<file path="src/rtl/vc_muldiv_pkg.sv">
// Shared encodings for the sequential multiply/divide unit: operation codes,
// FSM states and the iteration-counter width helper.
package vc_muldiv_pkg;

  typedef enum logic [1:0] {
    VC_MULDIV_MUL   = 2'd0,
    VC_MULDIV_DIVU  = 2'd1,
    VC_MULDIV_REMU  = 2'd2,
    VC_MULDIV_MULHU = 2'd3
  } muldiv_fn_e;

  typedef enum logic [1:0] {
    StIdle = 2'd0,
    StCalc = 2'd1,
    StDone = 2'd2
  } muldiv_state_e;

  function automatic int unsigned cnt_width(input int unsigned nbits);
    return (nbits < 2) ? 1 : $clog2(nbits);
  endfunction

endpackage

</file>
<file path="src/rtl/vc_SeqMulDivDpath.sv">
// Datapath: shift-add multiplier and restoring divider sharing one
// accumulator pair (hi/lo) and operand register; one iteration per step.
module vc_SeqMulDivDpath
  import vc_muldiv_pkg::*;
#(
  parameter int unsigned p_nbits = 32
) (
  input  logic               clk,
  input  logic               reset,
  input  logic               load,
  input  logic               step,
  input  logic [1:0]         in_fn,
  input  logic [p_nbits-1:0] in_a,
  input  logic [p_nbits-1:0] in_b,
  output logic [p_nbits-1:0] result
);

  muldiv_fn_e         fn_q;
  logic [p_nbits-1:0] opnd_q;
  logic [p_nbits:0]   hi_q, hi_d;
  logic [p_nbits-1:0] lo_q, lo_d;

  logic               is_div, load_div;
  logic [p_nbits:0]   mul_sum;
  logic [p_nbits:0]   div_shift;
  logic [p_nbits+1:0] div_diff;
  logic               borrow;

  assign is_div   = (fn_q == VC_MULDIV_DIVU) || (fn_q == VC_MULDIV_REMU);
  assign load_div = (muldiv_fn_e'(in_fn) == VC_MULDIV_DIVU) ||
                    (muldiv_fn_e'(in_fn) == VC_MULDIV_REMU);

  // Both the adder and the subtractor evaluate every cycle so the work done
  // per iteration never depends on operand values.
  assign mul_sum   = hi_q + {1'b0, (lo_q[0] ? opnd_q : '0)};
  assign div_shift = {hi_q[p_nbits-1:0], lo_q[p_nbits-1]};
  assign div_diff  = {1'b0, div_shift} - {2'b00, opnd_q};
  assign borrow    = div_diff[p_nbits+1];

  always_comb begin
    hi_d = hi_q;
    lo_d = lo_q;
    if (is_div) begin
      hi_d = borrow ? div_shift : div_diff[p_nbits:0];
      lo_d = {lo_q[p_nbits-2:0], ~borrow};
    end else begin
      hi_d = {1'b0, mul_sum[p_nbits:1]};
      lo_d = {mul_sum[0], lo_q[p_nbits-1:1]};
    end
  end

  always_ff @(posedge clk or posedge reset) begin
    if (reset) begin
      fn_q   <= VC_MULDIV_MUL;
      opnd_q <= '0;
      hi_q   <= '0;
      lo_q   <= '0;
    end else if (load) begin
      fn_q   <= muldiv_fn_e'(in_fn);
      opnd_q <= load_div ? in_b : in_a;
      lo_q   <= load_div ? in_a : in_b;
      hi_q   <= '0;
    end else if (step) begin
      hi_q   <= hi_d;
      lo_q   <= lo_d;
    end
  end

  // lo holds the product low half / quotient, hi the product high half / remainder.
  always_comb begin
    result = lo_q;
    case (fn_q)
      VC_MULDIV_MUL, VC_MULDIV_DIVU:   result = lo_q;
      VC_MULDIV_REMU, VC_MULDIV_MULHU: result = hi_q[p_nbits-1:0];
      default:                         result = lo_q;
    endcase
  end

endmodule

</file>
<file path="src/rtl/vc_seq_muldiv.sv">
// Fixed-latency unsigned multiply/divide unit with val/rdy handshakes and a
// security domain latched at request acceptance.
module vc_seq_muldiv
  import vc_muldiv_pkg::*;
#(
  parameter int unsigned p_nbits = 32
) (
  input  logic               clk,
  input  logic               reset,
  input  logic               domain,
  input  logic               in_val,
  output logic               in_rdy,
  input  logic [1:0]         in_fn,
  input  logic [p_nbits-1:0] in_a,
  input  logic [p_nbits-1:0] in_b,
  output logic               out_val,
  input  logic               out_rdy,
  output logic               out_domain,
  output logic [p_nbits-1:0] out_result
);

  localparam int unsigned CntW = cnt_width(p_nbits);

  muldiv_state_e state_q, state_d;
  logic [CntW-1:0] cnt_q;
  logic            domain_q;
  logic            accept, step;

  assign accept = in_val && in_rdy;
  assign step   = (state_q == StCalc);

  always_ff @(posedge clk or posedge reset) begin
    if (reset) state_q <= StIdle;
    else       state_q <= state_d;
  end

  always_comb begin
    state_d = state_q;
    case (state_q)
      StIdle:  if (accept) state_d = StCalc;
      StCalc:  if (cnt_q == '0) state_d = StDone;
      StDone:  if (out_rdy) state_d = StIdle;
      default: state_d = StIdle;
    endcase
  end

  // Handshakes come from the state alone, never from data or fn.
  always_comb begin
    in_rdy  = 1'b0;
    out_val = 1'b0;
    case (state_q)
      StIdle:  in_rdy  = 1'b1;
      StDone:  out_val = 1'b1;
      default: ;
    endcase
  end

  always_ff @(posedge clk or posedge reset) begin
    if (reset) begin
      cnt_q    <= '0;
      domain_q <= 1'b0;
    end else if (accept) begin
      cnt_q    <= CntW'(p_nbits - 1);
      domain_q <= domain;
    end else if (step && cnt_q != '0) begin
      cnt_q    <= cnt_q - 1'b1;
    end
  end

  assign out_domain = domain_q;

  vc_SeqMulDivDpath #(
    .p_nbits (p_nbits)
  ) u_dpath (
    .clk    (clk),
    .reset  (reset),
    .load   (accept),
    .step   (step),
    .in_fn  (in_fn),
    .in_a   (in_a),
    .in_b   (in_b),
    .result (out_result)
  );

endmodule
</file>
<file path="config.mk">
export PLATFORM = sky130hd
export DESIGN_NAME = vc_seq_muldiv
export DESIGN_NICKNAME = d
export VERILOG_FILES = /design/src/rtl/vc_muldiv_pkg.sv /design/src/rtl/vc_SeqMulDivDpath.sv /design/src/rtl/vc_seq_muldiv.sv
export SDC_FILE = /design/constraint.sdc
export NUM_CORES = 1
export LEC_CHECK = 0
export CAP_MARGIN = 15
export CORE_ASPECT_RATIO = 1.4
export CORE_UTILIZATION = 30
export DETAILED_ROUTE_END_ITERATION = 6
export GPL_ROUTABILITY_DRIVEN = 1
export GPL_TIMING_DRIVEN = 0
export MAX_ROUTING_LAYER = met4
export PLACE_DENSITY = 0.57
export SLEW_MARGIN = 0
export SYNTH_ARGS = -nofsm -noshare
export SYNTH_HDL_FRONTEND = slang
export SYNTH_SLANG_ARGS = --single-unit
</file>
<file path="constraint.sdc">
create_clock -name clk -period 6.8 [get_ports clk]
set_clock_uncertainty 0.05 [all_clocks]
set_input_delay 1.36 -clock clk [delete_from_list [all_inputs] [get_ports clk]]
set_output_delay 1.36 -clock clk [all_outputs]
set_load 0.02 [all_outputs]
</file>
==> Word-level counts from Yosys, hierarchy flattened <==
Cells that the tools add are included.
{ "op_classes": {"add_sub_neg": 3, "n_mul": 0, "div": 0, "n_lt_le_gt_ge": 0, "n_eq_ne": 10, "shifts": 0, "n_mux": 19, "n_bitwise": 1, "n_reduce_logical": 13} }
{ "op_table": {"columns": ["cell", "count"], "rows": [
  ["32-bit two-way mux", 6],
  ["33-bit two-way mux", 4],
  ["32-bit one-hot mux with 2 select lines", 1],
  ["33-bit by 32-bit subtractor with 34-bit output", 1],
  ["33-bit by 32-bit adder with 33-bit output", 1],
  ["5-bit two-way mux", 2],
  ["2-bit equality test (second input constant)", 4],
  ["2-bit by 1-bit equality test with 1-bit output (second input constant)", 3],
  ["2-bit two-way mux", 3],
  ["2-bit one-hot mux with 3 select lines", 1],
  ["5-bit zero test", 1],
  ["5-bit nonzero test", 1],
  ["5-bit by 1-bit subtractor with 5-bit output (second input constant)", 1],
  ["2-bit zero test", 2],
  ["2-bit != test (second input constant)", 2],
  ["2-bit nonzero test", 2],
  ["2-bit OR reduction", 2],
  ["3-bit AND reduction", 1],
  ["1-bit logical AND", 2],
  ["1-bit logical OR", 2],
  ["1-bit two-way mux", 2],
  ["2-bit by 1-bit != test with 1-bit output (second input constant)", 1],
  ["1-bit NOT", 1]
]} }
{ "totals": {"reg_bits": 107, "latchBits": 0, "ramBits": 0, "rom_bits": 0, "in_bits": 71, "output_inout_bits": 35, "word_cells": 53, "mem_count": 0} }

==> Logic depth before layout (Yosys ltp) <==
{ "logic_depth": {"depth_word": 5, "mapped_depth": 14, "mapped_depth_nobuf": 13} }

==> Cells and area by module <==
Synthesis repeated with hierarchy kept, for this count alone.
{ "hier_totals": {"cells_unflattened": 1245, "area_unflattened_um2": 9903.2} }
{ "modules_own_cells": {"columns": ["module", "n_inst", "cells_per_inst", "area_each_um2", "seq_area_each_um2"], "rows": [
  ["vc_SeqMulDivDpath", 1, 1206, 9505.4, 2477.4],
  ["vc_seq_muldiv", 1, 39, 397.9, 200.2]
]} }

==> Worst setup path after synthesis <==
Ideal clock, no wire load.
{ "synth_path": {"kind": "flip-flop to flip-flop", "start": "register u_dpath.lo_q[0]", "end": "register u_dpath.hi_q[23]", "setup_ns": 0.126, "arrival_ns": 2.921, "t_required_ns": 6.624, "path_slack_ns": 3.703, "path_stages_with_launch": 15, "path_buffers": 1, "synth_period_minus_slack_ns": 3.097, "cell_sequence": "dfrtp_1 clkbuf_1 and2_1 ha_1 inv_1 fa_1 nand2b_1 a21o_1 a21oi_1 o21a_1 a41oi_1 o21ai_0 xnor2_1 nor2_1 a221o_1"} }
{ "synth_via": {"elab_chain_len": 5} }
{ "synth_lines": {"columns": ["element", "line_no", "rtl"], "rows": [
  ["start, declared", "vc_SeqMulDivDpath.sv:21", "logic [p_nbits-1:0] lo_q, lo_d;"],
  ["start signal, assigned", "vc_SeqMulDivDpath.sv:61", "lo_q <= load_div ? in_a : in_b;"],
  ["start signal, assigned", "vc_SeqMulDivDpath.sv:65", "lo_q <= lo_d;"],
  ["32-bit two-way mux", "vc_SeqMulDivDpath.sv:35", "assign mul_sum = hi_q + {1'b0, (lo_q[0] ? opnd_q : '0)};"],
  ["33-bit by 32-bit adder with 33-bit output", "vc_SeqMulDivDpath.sv:35", null],
  ["33-bit two-way mux", "vc_SeqMulDivDpath.sv:43", "if (is_div) begin"],
  ["33-bit two-way mux", "vc_SeqMulDivDpath.sv:63", "end else if (step) begin"],
  ["33-bit two-way mux", "vc_SeqMulDivDpath.sv:58", "end else if (load) begin"],
  ["end signal, assigned", "vc_SeqMulDivDpath.sv:64", "hi_q <= hi_d;"],
  ["end, declared", "vc_SeqMulDivDpath.sv:20", "logic [p_nbits:0] hi_q, hi_d;"]
]} }
Every way passes these cells. The select of a mux whose other input is x is not followed.
A chain may end at the register's enable or synchronous reset.

==> Final worst setup path <==
{ "layout_path": {"start": "register u_dpath.fn_q[0]", "end": "output out_result[0]"} }
{ "layout_via": {"elab_chain_len": 3, "word_cells_on_any_way": 7, "cone_classes": "eq/ne (3); mux (1); reduce/logical (3)"} }
{ "layout_lines": {"columns": ["element", "line_no", "rtl"], "rows": [
  ["start, declared", "vc_SeqMulDivDpath.sv:18", "muldiv_fn_e fn_q;"],
  ["start signal, assigned", "vc_SeqMulDivDpath.sv:59", "fn_q <= muldiv_fn_e'(in_fn);"],
  ["2-bit equality test, or another cell as far along", "vc_SeqMulDivDpath.sv:72", "case (fn_q)"],
  ["2-bit OR reduction", "vc_SeqMulDivDpath.sv:72", null],
  ["32-bit one-hot mux with 2 select lines (*)", "vc_SeqMulDivDpath.sv:72", null],
  ["end, declared", "vc_seq_muldiv.sv:19", "output logic [p_nbits-1:0] out_result"]
]} }
Every way passes the cells marked *; elsewhere a longest branch is shown, timed or not.

==> summary.txt <==
Place
  – GPL Wtd Cong: 1.02
  – DP HPWL: 29,500 µm
  – Placed standard-cell area: 11,500 µm²
  – Port Buffer Count: 105

Clock tree
  – Postcts setup bufs: 0
  – Htree depth: 3
  – Skew-Pair Late Insertion Delay: 0.39 ns
  – Post-CTS sizing: 0
  – Longest Clk Path Bufs: 2
  – Post-CTS Hold Buffers: 0
  – Clock Sink Count: 107
  – Root Driver: clkbuf_16
  – Num CTS Buffers: 9
  – CTS tree: built
  – Reg clk slew, reported paths: 0.07 ns

Synth
  – Post-synth ARST share: 1.00
  – Post-synth net total: 1,398
  – Synthesis-stage register bit count: 107
  – Syn Area/Cell: 7.83 µm²
  – Yosys top cell by area: dfrtp_1
  – Cell Area, Synth: 9840 µm²
  – Post-synthesis cell type count: 72
  – Share of the synthesized area in the top cell type: 0.272
  – Synth Flop Type: dfrtp_1
  – Post-synth EDFFs: 0
  – Cells after synthesis: between 1,000 and 1,500
  – Synth area leaders: dfrtp_1, ha_1, nand2_1
  – YS warnings: 0
  – Sequential area share after synthesis: 0.272

Global route
  – Grt total ovfl: 0
  – Largest net degree at the start of global routing: between 70 and 80
  – Gr usage total: 0.235
  – Initial antenna violation count: 0
  – First-pass GRT wire length: 58,500 µm
  – Number of global-route vias before repair: 10,200

Setup path
  – Worst r2r src: u_dpath.lo_q[0]$_DFFE_PP0P_
  – Critical setup path kind: reg -> out
  – Crit-path cells: inv_1, ha_1, nor2_1, clkbuf_1, nand2_1, o21ai_0, clkdlybuf4s50_1
  – Reg-to-reg endpoint: u_dpath.hi_q[23]$_DFFE_PP0P_
  – Worst path bufs/invs: 3
  – CP Launch Type: flip-flop
  – Highest-delay cell along the critical path: nor2_1
  – CP arrival: 3.42 ns
  – Worst reg2reg setup slack: between 2 and 3 ns
  – Crit end category: output port
  – Delay-heaviest family, CP: buffers and inverters
  – CP max FO: 10
  – CP Data Required Time: 5.39 ns
  – Worst r2r path cells: 14
  – Critical Path Max Stage Delay: 0.78 ns

Die
  – Die Wd: between 150 and 200 µm
  – Core area: 32,300 µm²
  – Die Y: approximately 220 µm
  – Initial core utilization: 0.305
  – I/O Pins: approximately 110
  – Die ar.: 33,500 µm²
  – Row count: 78

Detailed routing
  – DR WL met2: 19,000 µm
  – Met1 Wirelength: between 15,000 and 20,000 µm
  – WL final: about 37,000 µm
  – Antenna viol nets, final: 0
  – Total number of vias: approximately 10,000
  – Vias per inst: between 5 and 6
  – Routed wire length per instance: 20.5 µm
  – Max Used Layer: met4
  – Routed length on met3: ~1400 µm
  – TritonRoute pass-1 iters: 5
  – Initial drt markers: 792
  – Drt drc: 0

STA
  – Post-layout minimum cycle time: around 4.8 ns
  – Fin crit share: 0.711
  – Fin. max-slew vios: 0
  – Fin Setup TNS: 0 ns
  – Worst slew pin tran: about 1.2 ns
  – Final hold slack: 0.448 ns
  – Setup violations, final: 0
  – Hold Violations, Final: 0
  – Max Freq: 207 MHz
  – RSZ-0062 raised after global routing: no
  – Rel. slew slack: 0.227

Worst hold path
  – Hold Crit Start: out_domain$_DFFE_PP0P_
  – Hold Crit Class: reg -> reg
  – Hold EP: out_domain$_DFFE_PP0P_
  – Hold Path Depth: 2

Finish
  – Fill cells: 3,404
  – Final net count: around 1,500
  – Design area: between 10,000 and 15,000 µm²
  – Share of layout cells above drive strength 1: 0.0529
  – # diodes: 0
  – Layout area overhead: 19.6%

Run status
  – Result of the run: finished, final reports clean

Run
  – Max-cap violations: 0
synthesized netlist by cell type (3+ instances only):
cell	count
o22ai_1	4
o21bai_1	8
nand4_1	11
nor2b_1	7
or2_2	4
dfrtp_1	107
nand2_1	213
o31ai_1	9
buf_2	4
a22o_1	5
a21boi_0	5
a41oi_1	3
nand3_1	24
mux2_2	31
a221o_1	5
ha_1	68
a211o_1	3
clkbuf_1	63
o211ai_1	18
mux2i_1	39
nor2_1	106
and2_1	34
a32o_1	5
o21ai_1	4
xor2_1	20
buf_4	3
xnor2_1	34
o31a_1	6
nor3_1	9
and3_1	7
a221oi_1	3
o21a_1	15
inv_1	62
a21oi_1	58
a31oi_1	74
nor3b_1	4
o21ai_0	56
a211oi_1	44
a21o_1	32
buf_1	4
nand2b_1	6
a22oi_1	5
metal layers:
layer	up-vias	track usage
met5	-	-
met4	0	0.117
met3	87	0.0224
met2	298	0.409
met1	4835	0.268
li1	4744	-
cells by family after synthesis:
logic type / Yosys count / share of synthesized area
buf+inv: 137 / 0.0539
fa+ha+maj: 70 / 0.0906
xor+xnor: 54 / 0.0481
compound gates: 383 / 0.265
mux: 70 / 0.0752
simple gates: 436 / 0.195
flops: 107 / 0.272
per-stage QoR:
step / worst slack [ns] / instances / utilization
2_1_floorplan: 2.57 / 1257 / -
3_3_place_gp: 0.663 / 1802 / 0.354
3_5_place_dp: 2.46 / 1803 / 0.355
4_1_cts: 2.03 / 1819 / 0.364
5_1_grt: 1.95 / 1819 / 0.364
6_report: 1.97 / 1819 / 0.364
state kept, by name, indices dropped and copies added, names as in the netlist:
name and flops:
cnt_q 5, out_domain 1, state_q 2, u_dpath.fn_q 2, u_dpath.hi_q 33, u_dpath.lo_q 32
u_dpath.opnd_q 32
worst max path at each step:
| stage | startpoint | end | slack, ns | depth (start not counted) |
|---|---|---|---|---|
| 2_1_floorplan | reset | cnt_q[0]$_DFFE_PP0P_ | 2.57 | 1 |
| 3_3_place_gp | reset | u_dpath.opnd_q[4]$_DFFE_PP0P_ | 0.66 | 2 |
| 3_5_place_dp | u_dpath.fn_q[0]$_DFFE_PP0P_ | out_result[0] | 2.46 | 7 |
| 4_1_cts | u_dpath.fn_q[0]$_DFFE_PP0P_ | out_result[0] | 2.03 | 7 |
| 5_1_grt | u_dpath.fn_q[0]$_DFFE_PP0P_ | out_result[0] | 1.95 | 7 |
| 6_report | u_dpath.fn_q[0]$_DFFE_PP0P_ | out_result[0] | 1.97 | 7 |
final cells by class:
type | instances | area [µm²] | share of cell area
Clock inverter | 6 | 65.1 | 0.00553
Buffer | 74 | 294 | 0.0250
Tap cell | 440 | 551 | 0.0468
Sequential cell | 107 | 2680 | 0.228
Clock buffer | 10 | 229 | 0.0195
Multi-Input combinational cell | 1013 | 6630 | 0.563
Inverter | 63 | 241 | 0.0205
Timing Repair Buffer | 106 | 1080 | 0.0917
cell usage in the layout (no fill, tap or decap), drive strengths merged, types with 6 or more instances in the layout:
master         netlist  routed
nand2              213     213
dfrtp              107     107
nor2               107     107
clkdlybuf4s50        0     105
a31oi               74      74
clkbuf              63      73
ha                  68      68
inv                 62      63
o21ai               60      60
a21oi               58      58
a211oi              45      45
mux2i               39      39
and2                34      34
xnor2               34      34
a21o                34      34
mux2                31      31
nand3               24      24
xor2                20      20
o211ai              18      18
o21a                16      16
buf                 11      12
nand4               11      11
o31ai               10      10
nor3                 9       9
o21bai               8       8
nor2b                8       8
and3                 7       7
o31a                 6       6
nand2b               6       6
worst reg2reg max path: stages (launching register included):
cell and delay (ns):
dfrtp_1 0.54, clkbuf_1 0.42, and2_1 0.20, ha_1 0.20
inv_1 0.07, fa_1 0.39, nand2b_1 0.20, a21o_1 0.19
a21oi_1 0.30, o21a_1 0.31, a41oi_1 0.25, o21ai_0 0.33
xnor2_1 0.18, nor2_1 0.07, a221o_1 0.26
Power is left out: the tool's default activity adds up to more than one toggle a clock period on the data nets, which glitch-free logic cannot reach.
